==> config.mk <==
export PLATFORM = sky130hd
export DESIGN_NAME = alu_share_arbiter
export DESIGN_NICKNAME = d
export VERILOG_FILES = /design/src/rtl/alu_share_arbiter.sv
export SDC_FILE = /design/constraint.sdc
export NUM_CORES = 1
export LEC_CHECK = 0
export ABC_AREA = 1
export BUFFER_PORTS_ARGS = -buffer_cell sky130_fd_sc_hd__buf_2
export CAP_MARGIN = 10
export CORE_ASPECT_RATIO = 1.2
export CORE_MARGIN = 2
export CORE_UTILIZATION = 25
export DETAILED_ROUTE_END_ITERATION = 10
export SETUP_SLACK_MARGIN = 0.1
export SYNTH_ARGS = -nofsm -noshare
export SYNTH_HDL_FRONTEND = slang
export SYNTH_SLANG_ARGS = --single-unit
==> constraint.sdc <==
create_clock -name clk -period 3.5 [get_ports clk]
set_input_delay 0.7 -clock clk [delete_from_list [all_inputs] [get_ports clk]]
set_output_delay 0.7 -clock clk [all_outputs]
set_load 0.02 [all_outputs]
==> src/rtl/alu_share_arbiter.sv <==
// Round-robin sharing of one external 32-bit combinational ALU between the main
// datapath port (0) and the auxiliary/branch-compare port (1), with per-port responses.
module alu_share_arbiter #(
    parameter int WIDTH = 32
) (
    input  logic             clk,
    input  logic             reset,
    input  logic             req0_valid,
    output logic             req0_ready,
    input  logic [WIDTH-1:0] req0_a,
    input  logic [WIDTH-1:0] req0_b,
    input  logic [2:0]       req0_op,
    input  logic             req1_valid,
    output logic             req1_ready,
    input  logic [WIDTH-1:0] req1_a,
    input  logic [WIDTH-1:0] req1_b,
    input  logic [2:0]       req1_op,
    output logic             rsp0_valid,
    input  logic             rsp0_ready,
    output logic [WIDTH-1:0] rsp0_result,
    output logic             rsp0_zero,
    output logic             rsp0_ovf,
    output logic             rsp0_ill,
    output logic             rsp1_valid,
    input  logic             rsp1_ready,
    output logic [WIDTH-1:0] rsp1_result,
    output logic             rsp1_zero,
    output logic             rsp1_ovf,
    output logic             rsp1_ill,
    output logic [WIDTH-1:0] alu_a,
    output logic [WIDTH-1:0] alu_b,
    output logic [2:0]       alu_control,
    input  logic [WIDTH-1:0] alu_out,
    input  logic             alu_zout,
    input  logic             alu_overflow,
    output logic             busy
);

    localparam logic [2:0] OP_ADD = 3'b010;
    localparam logic [2:0] OP_SUB = 3'b110;
    localparam logic [2:0] OP_ILL = 3'b101;

    typedef enum logic [1:0] {IDLE, EXEC, RESP} state_t;

    state_t           state_reg, state_next;
    logic             prio_reg;
    logic             owner_reg;
    logic [WIDTH-1:0] alu_a_reg, alu_b_reg;
    logic [2:0]       alu_control_reg;
    logic [WIDTH-1:0] rsp_result_reg [2];
    logic [1:0]       rsp_zero_reg, rsp_ovf_reg, rsp_ill_reg;

    logic [1:0]       req_valid, rsp_ready_vec, rsp_valid_vec;
    logic [1:0]       grant, accept;
    logic             grant_idx, can_grant;
    logic [WIDTH-1:0] req_a [2];
    logic [WIDTH-1:0] req_b [2];
    logic [2:0]       req_op [2];
    logic [WIDTH-1:0] cap_result;
    logic             cap_zero, cap_ovf, cap_ill;

    assign req_valid     = {req1_valid, req0_valid};
    assign rsp_ready_vec = {rsp1_ready, rsp0_ready};
    assign req_a[0]  = req0_a;
    assign req_a[1]  = req1_a;
    assign req_b[0]  = req0_b;
    assign req_b[1]  = req1_b;
    assign req_op[0] = req0_op;
    assign req_op[1] = req1_op;

    // Arbitration: a lone requester wins; on contention prio picks the winner.
    always_comb begin
        grant_idx = (req_valid == 2'b11) ? prio_reg : req_valid[1];
        can_grant = (state_reg == IDLE) && !reset && (|req_valid);
        grant     = can_grant ? (2'b01 << grant_idx) : 2'b00;
        accept    = grant & req_valid;
    end

    assign req0_ready = grant[0];
    assign req1_ready = grant[1];

    // State register
    always_ff @(posedge clk) begin
        if (reset) begin
            state_reg <= IDLE;
        end else begin
            state_reg <= state_next;
        end
    end

    // Next-state logic
    always_comb begin
        state_next = state_reg;
        case (state_reg)
            IDLE:    if (|accept) state_next = EXEC;
            EXEC:    state_next = RESP;
            RESP:    if (rsp_ready_vec[owner_reg]) state_next = IDLE;
            default: state_next = IDLE;
        endcase
    end

    // Output logic: only the owner's response channel is ever offered.
    genvar gi;
    generate
        for (gi = 0; gi < 2; gi++) begin : g_rsp_valid
            assign rsp_valid_vec[gi] = (state_reg == RESP) && (owner_reg == 1'(gi));
        end
    endgenerate

    assign busy       = (state_reg != IDLE);
    assign rsp0_valid = rsp_valid_vec[0];
    assign rsp1_valid = rsp_valid_vec[1];

    // Operand/owner capture and round-robin pointer update.
    always_ff @(posedge clk) begin
        if (reset) begin
            prio_reg        <= 1'b0;
            owner_reg       <= 1'b0;
            alu_a_reg       <= '0;
            alu_b_reg       <= '0;
            alu_control_reg <= 3'b000;
        end else begin
            if (|accept) begin
                owner_reg       <= grant_idx;
                alu_a_reg       <= req_a[grant_idx];
                alu_b_reg       <= req_b[grant_idx];
                alu_control_reg <= req_op[grant_idx];
            end
            if ((state_reg == RESP) && rsp_ready_vec[owner_reg]) begin
                prio_reg <= ~owner_reg;
            end
        end
    end

    // The ALU's overflow is stale outside add/sub, and its output is meaningless for 101.
    always_comb begin
        cap_result = alu_out;
        cap_zero   = alu_zout;
        cap_ovf    = 1'b0;
        cap_ill    = 1'b0;
        if (alu_control_reg == OP_ILL) begin
            cap_result = '0;
            cap_zero   = 1'b1;
            cap_ill    = 1'b1;
        end else if ((alu_control_reg == OP_ADD) || (alu_control_reg == OP_SUB)) begin
            cap_ovf = alu_overflow;
        end
    end

    always_ff @(posedge clk) begin
        if (reset) begin
            for (int i = 0; i < 2; i++) begin
                rsp_result_reg[i] <= '0;
            end
            rsp_zero_reg <= 2'b00;
            rsp_ovf_reg  <= 2'b00;
            rsp_ill_reg  <= 2'b00;
        end else if (state_reg == EXEC) begin
            rsp_result_reg[owner_reg] <= cap_result;
            rsp_zero_reg[owner_reg]   <= cap_zero;
            rsp_ovf_reg[owner_reg]    <= cap_ovf;
            rsp_ill_reg[owner_reg]    <= cap_ill;
        end
    end

    assign alu_a       = alu_a_reg;
    assign alu_b       = alu_b_reg;
    assign alu_control = alu_control_reg;
    assign rsp0_result = rsp_result_reg[0];
    assign rsp1_result = rsp_result_reg[1];
    assign rsp0_zero   = rsp_zero_reg[0];
    assign rsp1_zero   = rsp_zero_reg[1];
    assign rsp0_ovf    = rsp_ovf_reg[0];
    assign rsp1_ovf    = rsp_ovf_reg[1];
    assign rsp0_ill    = rsp_ill_reg[0];
    assign rsp1_ill    = rsp_ill_reg[1];

endmodule

Yosys cells after proc, flatten, opt, wreduce, memory -nomap -nowiden --
Memories as Yosys holds them, arrays and structs flattened. Cells that the tools add are included.
Storage, ports and cells: flip-flop bits (word level) 77, memory bits (writable) 64, input bits 174, output and inout port bits 142, word-level logic and storage cells 73, memories kept 1
Cells by class: magnitude comparators 3, equality and inequality tests 8, shift-type cells 1, multiplexer cells 34, bitwise operators 3, reduce and logical (&&, ||, !) cells 14
Memories:
- rsp_result_reg | depth 2, bits a word 32, rd ports 2, clocked after memory_dff 0, wr ports 2, line 50 | logic [WIDTH-1:0] rsp_result_reg [2];
Operators with widths (number):
- 32-bit 2-to-1 mux | 8
- 32-bit OR reduction | 1
- 1-bit 2-to-1 mux | 15
- 3-bit 2-to-1 mux | 3
- 2-bit bitwise mux | 3
- 3-bit equality test, second input constant | 2
- 1-bit logical AND | 6
- 2-bit 2-to-1 mux | 3
- 2-bit case mux with 3 select lines | 1
- 2-bit equality test, second input constant | 2
- 2-bit OR reduction | 2
- 3-bit by 2-bit equality test with 1-bit output, second input constant | 1
- 2-bit AND | 1
- 2-bit by 1-bit equality test with 1-bit output, second input constant | 1
- 2-bit >= comparator, second input constant | 1
- 2-bit zero test | 1
- 1-bit by 2-bit less-than comparator with 1-bit output, second input constant | 1
- 2-bit by 1-bit inequality test with 1-bit output, second input constant | 1
- 2-bit inequality test, second input constant | 1
- 1-bit NOT with 2-bit output | 1
- 2-bit AND reduction | 1
- 2-bit nonzero test | 1
- 1-bit by 1-bit left shift with 2-bit output, first input constant | 1
- 1-bit demux with 1-bit select | 1
- other kinds (4) | 4

Depth between registers and ports, before layout --
Gate-level depths: netlist (run 1).
word-level depth 8, mapped depth 9, gate-level depth less buffers 7

Worst setup path after synthesis (run 1) --
OpenSTA, ideal clock, no wires.
path kind input -> register, from input port reset, to memory rsp_result_reg[0][0], enable pin, setup time 389 ps, arrival 2132 ps, required time 3111 ps, slack 978 ps, stages 7, buffers on the path 4, path through buf_2 inv_2 buf_4 nand3_2 buf_2 buf_6 nand2_1
RTL lines:
- start, declared | line 7 | input logic reset,
- end, declared | line 50

Worst setup path in the final report (run 1) --
from register state_reg[0], to output port req0_ready
Between the ends: longest elaborated chain between the ends 4
Ends and longest elaborated chain:
- start, declared | line 45 | state_t state_reg, state_next;
- start signal, assigned | line 87 | state_reg <= state_next;
- 2-bit zero test | line 74 | can_grant = (state_reg == IDLE) && !reset && (|req_valid);
- 1-bit logical AND (2 in series) | line 74
- 2-bit 2-to-1 mux | line 75 | grant = can_grant ? (2'b01 << grant_idx) : 2'b00;
- end, declared | line 9 | output logic req0_ready,
No other way between the ends.

==> impl_metrics.env, run 1 <==
export IMPL_status="finished, final reports clean"
export IMPL_crit_type="flip-flop to primary output"
export IMPL_cts_hold_fix_buffers=0
export IMPL_viasPerCell=4.38
export IMPL_hp_class="flip-flop to flip-flop"
export IMPL_cts_tree="yes"
export IMPL_largest_reg_flops=64
export IMPL_nets=1216
export IMPL_dieWidth_um=147
export IMPL_grt_pass1_vias=5654
export IMPL_rsz0062_at_grt="no"
export IMPL_period_minus_slack_ns=2.56
export IMPL_postRouteAntennaNets=0
export IMPL_cp_endpoint="req0_ready"
export IMPL_wire_per_inst_um=14.2
export IMPL_hold_violations=0
export IMPL_hpwl_um=13900
export IMPL_switching_share_pct=28.3
export IMPL_seq_area_frac_synth_pct=56.5
export IMPL_port_buffers=315
export IMPL_grt_pass1_wl_um=30400
export IMPL_fillers=2574
export IMPL_synth_largest_area_cell="edfxtp_1"
export IMPL_ys_top_cells_by_area="edfxtp_1, dfxtp_1, nand2_1, nand3_1, a21oi_1"
export IMPL_num_vias=6017
export IMPL_wl_um=19500
export IMPL_r2r_end="alu_a[5]$_SDFFE_PP0P_"
export IMPL_seq_power_share_pct=44.1
export IMPL_n_antenna_cell=0
export IMPL_overflow=0
export IMPL_core_area_um2=24000
export IMPL_firstDrtPassIters=4
export IMPL_avgSynthCellArea_um2=8.15
export IMPL_critPathCaptureType="primary output"
export IMPL_setup_worst_path_start="state_reg[0]$_SDFFE_PP0P_"
export IMPL_fin_setup_tns_ns=0
export IMPL_r2r_start="state_reg[0]$_SDFFE_PP0P_"
export IMPL_power_density_nw_per_um2=498
export IMPL_syn_num_nets=927
export IMPL_leakage_uw=0.00418
export IMPL_skew_ns=0.00819
export IMPL_synth_cells=753
export IMPL_clockPowerShare_pct=40.2
export IMPL_worstSetupStartpointType="flip-flop"
export IMPL_cts_setup_buffers=0
export IMPL_place_gp_congestion=0.767
export IMPL_io_pins=316
export IMPL_p_comb_share_pct=15.7
export IMPL_drc_errors=0
export IMPL_rows=62
export IMPL_synth_top_area_share_pct=31.3
export IMPL_drtIter0Drc=208
export IMPL_drive_above_1_share_pct=35.0
export IMPL_clk_path_buf_depth=2
export IMPL_ff2ff_setup_slack_ns=1.58
export IMPL_grt_usage_pct=15.1
export IMPL_ys_types=17
export IMPL_finalCritPeriodShare_pct=73.1
export IMPL_h_tree_depth=4
export IMPL_insertion_delay_ns=0.42
export IMPL_cts_root_buf="clkbuf_16"
export IMPL_die_h_um=176
export IMPL_synth_area_um2=6130
export IMPL_syn_to_final_growth_pct=38.1
export IMPL_cts_resized=0
export IMPL_slew_violations=0
export IMPL_fmax_mhz=391
export IMPL_hold_slack_ns=0.460
export IMPL_worst_slew_pin_slew_ns=0.793
export IMPL_grt_max_degree=71
export IMPL_fp_dieArea_um2=25800
export IMPL_initial_core_util_pct=25.5
export IMPL_crit_arrival_ns=1.86
export IMPL_setup_violations=0
export IMPL_cts_sinks=141
export IMPL_cp_required_ns=2.80
export IMPL_vdd_drop_max_v=0.000322
export IMPL_cp_max_fo=14
export IMPL_p_switching_uw=1190
export IMPL_synth_seq_cells=141
export IMPL_antenna_found_initial=0
export IMPL_cts_buffers=17
export IMPL_p_int_uw=3020
export IMPL_max_cap_viol_count=0
export IMPL_path_clk_slew_ns=0.06
export IMPL_worst_r2r_cell_count=6
export IMPL_max_slew_margin_pct=47.1
export IMPL_yosysWarningCount=0
cells in the final DEF, fill, tap and decap left out, drive strengths merged:
cell / netlist / final
buf: 31 / 330
clkinvlp: 0 / 6
clkinv: 0 / 3
clkbuf: 29 / 19
bufinv: 0 / 1
inv: 45 / 48
edfxtp: 64 / 64
nand2: 277 / 277
nor2: 10 / 10
a21oi: 71 / 71
dfxtp: 77 / 77
nor3: 65 / 65
nand3: 77 / 77
o21ai: 7 / 7
cells by family after synthesis:
| family | synth area share, % |
|---|---|
| AND/OR/NAND/NOR | 29.5 |
| AO/OA/AOI/OAI | 6.36 |
| flip-flops | 56.5 |
| buffers and inverters | 7.71 |
how the worst min path moves through the flow:
stage | start | to | slack (ns) | cells past startpoint
after global placement | alu_b[28]$_SDFFE_PP0P_ | alu_b[28]$_SDFFE_PP0P_ | 0.45 | 2
after global routing | alu_a[28]$_SDFFE_PP0P_ | alu_a[28]$_SDFFE_PP0P_ | 0.48 | 2
after detailed placement | alu_a[22]$_SDFFE_PP0P_ | alu_a[22]$_SDFFE_PP0P_ | 0.45 | 2
after CTS | alu_a[22]$_SDFFE_PP0P_ | alu_a[22]$_SDFFE_PP0P_ | 0.46 | 2
after floorplan | prio_reg$_SDFFE_PP0P_ | prio_reg$_SDFFE_PP0P_ | 0.44 | 2
final | alu_a[28]$_SDFFE_PP0P_ | alu_a[28]$_SDFFE_PP0P_ | 0.46 | 2
metal layers:
layer / routed length, µm / track usage, %
met3: 1680 / 4.31
met2: 8840 / 24.4
met4: 469 / 5.97
met1: 8490 / 19.2
met5: 0 / 0
cells in the mapped netlist:
master	number
buf_6	5
buf_1	1
o21ai_0	7
inv_2	3
buf_4	4
inv_1	42
clkbuf_1	29
edfxtp_1	64
dfxtp_1	77
nor3_1	65
buf_2	21
nand3_1	74
nand2_2	2
nor2_1	10
a21oi_1	71
nand2_1	275
nand3_2	3
power by group through the flow:
stage	logic (µW)	clock network, µW	registers, µW
2_1_floorplan	280	0	2010
4_1_cts	674	1760	1860
5_1_grt	737	1830	1870
3_5_place_dp	672	0	1900
3_3_place_gp	671	0	1890
6_report	663	1700	1860
stage by stage:
stage / utilization [%] / worst slack (ns) / cells / cell area (µm²) / total power (µW)
after global routing: 35.2 / 0.705 / 1375 / 8470 / 4440
after global placement: 33.0 / 0.865 / 1343 / 7930 / 2560
after floorplan: - / 0.978 / 753 / 6130 / 2290
after detailed placement: 33.0 / 0.871 / 1343 / 7930 / 2570
final: 35.2 / 0.942 / 1375 / 8470 / 4220
after CTS: 35.2 / 0.811 / 1375 / 8470 / 4300
critical path, cell delays in order, from the launching register on:
cell     delay, ns
dfxtp_1       0.32
nor2_1        0.25
nand3_2       0.31
a21oi_1       0.32
buf_2         0.22
area by class of cell:
cell class                 instances  area [µm²]  share of cell area [%]
inverter                          45         169                    1.99
sequential                       141        3460                    40.9
clock inverter                    13         115                    1.36
timing repair buffer             330        1690                    19.9
multi-input combinational        507        2200                    26.0
clock buffer                      19         433                    5.11
tap                              320         400                    4.73
No activity file was read; power rests on OpenSTA's default activity.
==> inputs of run 2 (changes only) <==
Clock period 3.5 ns to 2.3 ns, I/O delays scaled along.
==> impl_metrics.env, run 2 (synthesis gave the netlist of run 1 again) <==
export IMPL_multiInputGateArea_um2=2200
export IMPL_fmax_mhz=496
export IMPL_grt_pass1_vias=5681
export IMPL_cts_hold_fix_buffers=0
export IMPL_dpl_cell_area_um2=8010
export IMPL_crit_arrival_ns=1.56
export IMPL_grt_pass1_wl_um=30200
export IMPL_skew_ns=0.00751
export IMPL_p_int_uw=4550
export IMPL_wire_per_inst_um=14.2
export IMPL_max_cap_viol_count=0
export IMPL_slew_violations=0
export IMPL_n_antenna_cell=0
export IMPL_path_cells="nor2_1 > nand3_2 > a21oi_1 > buf_2"
export IMPL_hold_violations=0
export IMPL_cpMaxStageDelayCell="dfxtp_1"
export IMPL_cts_sinks=141
export IMPL_stdcell_area_um2=8560
export IMPL_drive_above_1_share_pct=35.4
export IMPL_drc_errors=0
export IMPL_worst_slew_pin_slew_ns=0.803
export IMPL_finalCritPeriodShare_pct=87.7
export IMPL_cts_resized=0
export IMPL_clk_path_buf_depth=2
export IMPL_critPathCaptureType="primary output"
export IMPL_max_slew_margin_pct=46.5
export IMPL_clockPowerShare_pct=40.7
export IMPL_firstDrtPassIters=4
export IMPL_io_pins=316
export IMPL_nets=1222
export IMPL_h_tree_depth=4
export IMPL_layout_setup_ws_ns=0.284
export IMPL_cp_max_fo=5
export IMPL_initial_core_util_pct=25.5
export IMPL_grt_usage_pct=14.9
export IMPL_syn_to_final_growth_pct=39.5
export IMPL_core_area_um2=24000
export IMPL_setup_violations=0
export IMPL_die_h_um=176
export IMPL_p_comb_share_pct=15.8
export IMPL_postRouteAntennaNets=0
export IMPL_seqCellArea_um2=3460
export IMPL_seq_power_share_pct=43.6
export IMPL_hpwl_um=14100
export IMPL_cts_setup_buffers=0
export IMPL_num_vias=6055
export IMPL_dpl_cell_count=1349
export IMPL_hp_class="primary input to flip-flop"
export IMPL_power_uw=6490
export IMPL_final_common_cell="buf_2"
export IMPL_critPathMaxStageDelay_ns=0.32
export IMPL_worstSetupStartpointType="flip-flop"
export IMPL_antenna_found_initial=0
export IMPL_cp_required_ns=1.84
export IMPL_rsz0062_at_grt="no"
export IMPL_p_switching_uw=1950
export IMPL_rows=62
export IMPL_insertion_delay_ns=0.42
export IMPL_cts_buffers=17
export IMPL_status="finished, final reports clean"
export IMPL_cts_root_buf="clkbuf_16"
export IMPL_stdcell_count=1381
export IMPL_wl_um=19600
export IMPL_crit_type="flip-flop to primary output"
export IMPL_leakage_uw=0.00422
export IMPL_fillers=2546
export IMPL_period_minus_slack_ns=2.02
export IMPL_fp_dieArea_um2=25800
export IMPL_vdd_drop_max_v=0.000423
export IMPL_most_common_layout_cells="buf_2, nand2_1, dfxtp_1"
export IMPL_overflow=0
export IMPL_port_buffers=315
export IMPL_viasPerCell=4.38
export IMPL_switching_share_pct=30.0
export IMPL_dieWidth_um=147
export IMPL_drtIter0Drc=190
export IMPL_grt_max_degree=71
export IMPL_fin_setup_tns_ns=0
export IMPL_cts_tree="yes"
export IMPL_power_density_nw_per_um2=759
export IMPL_largest_reg_flops=64
export IMPL_place_gp_congestion=0.791
export IMPL_place_ws_ns=0.550
export IMPL_path_clk_slew_ns=0.07
-- run 2: stage by stage --
stage	utilization, %	hold WS (ns)
3_3_place_gp	33.3	0.448
6_report	35.6	0.320
5_1_grt	35.6	0.313
3_5_place_dp	33.3	0.452
4_1_cts	35.6	0.296
2_1_floorplan	-	0.439
-- run 2: layer usage --
layer	part of all wire [%]	up-vias	global-route usage, %
li1	-	3057	-
met1	44	2688	19.1
met2	47	289	24.9
met3	7.1	21	3.32
met4	1.8	0	5.13
met5	0	-	0
-- run 2: cell type report --
class / instances / area share, %
clock inverter: 14 / 1.43
sequential: 141 / 40.5
timing repair buffer: 336 / 20.7
clock buffer: 18 / 5.01
multi-input combinational: 507 / 25.7
inverter: 45 / 1.97
tap: 320 / 4.68
-- run 2: power by group through the flow --
stage | clock network [µW] | logic (µW) | registers (µW)
6_report | 2640 | 1020 | 2830
5_1_grt | 2820 | 1130 | 2840
4_1_cts | 2730 | 1040 | 2830
3_5_place_dp | 0 | 1040 | 2880
3_3_place_gp | 0 | 1030 | 2880
2_1_floorplan | 0 | 425 | 3060
-- run 2: worst max-delay path, delay by kind of cell, from the launching register on --
| kind | cells | cell delay [ns] |
|---|---|---|
| AND/OR/NAND/NOR | 2 | 0.39 |
| flip-flops | 1 | 0.32 |
| buffers and inverters | 1 | 0.23 |
| AO/OA/AOI/OAI | 1 | 0.20 |
-- run 2: final timing paths --
| check | from | slack (ns) | endpoint | depth (start not counted) |
|---|---|---|---|---|
| hold reg to reg | alu_b[8]$_SDFFE_PP0P_ | 0.46 | alu_b[8]$_SDFFE_PP0P_ | 2 |
| setup reg to reg | state_reg[0]$_SDFFE_PP0P_ | 0.81 | alu_a[13]$_SDFFE_PP0P_ | 6 |
| setup / recovery | state_reg[0]$_SDFFE_PP0P_ | 0.28 | req0_ready | 4 |
| hold / removal | rsp0_ready | 0.32 | prio_reg$_SDFFE_PP0P_ | 3 |
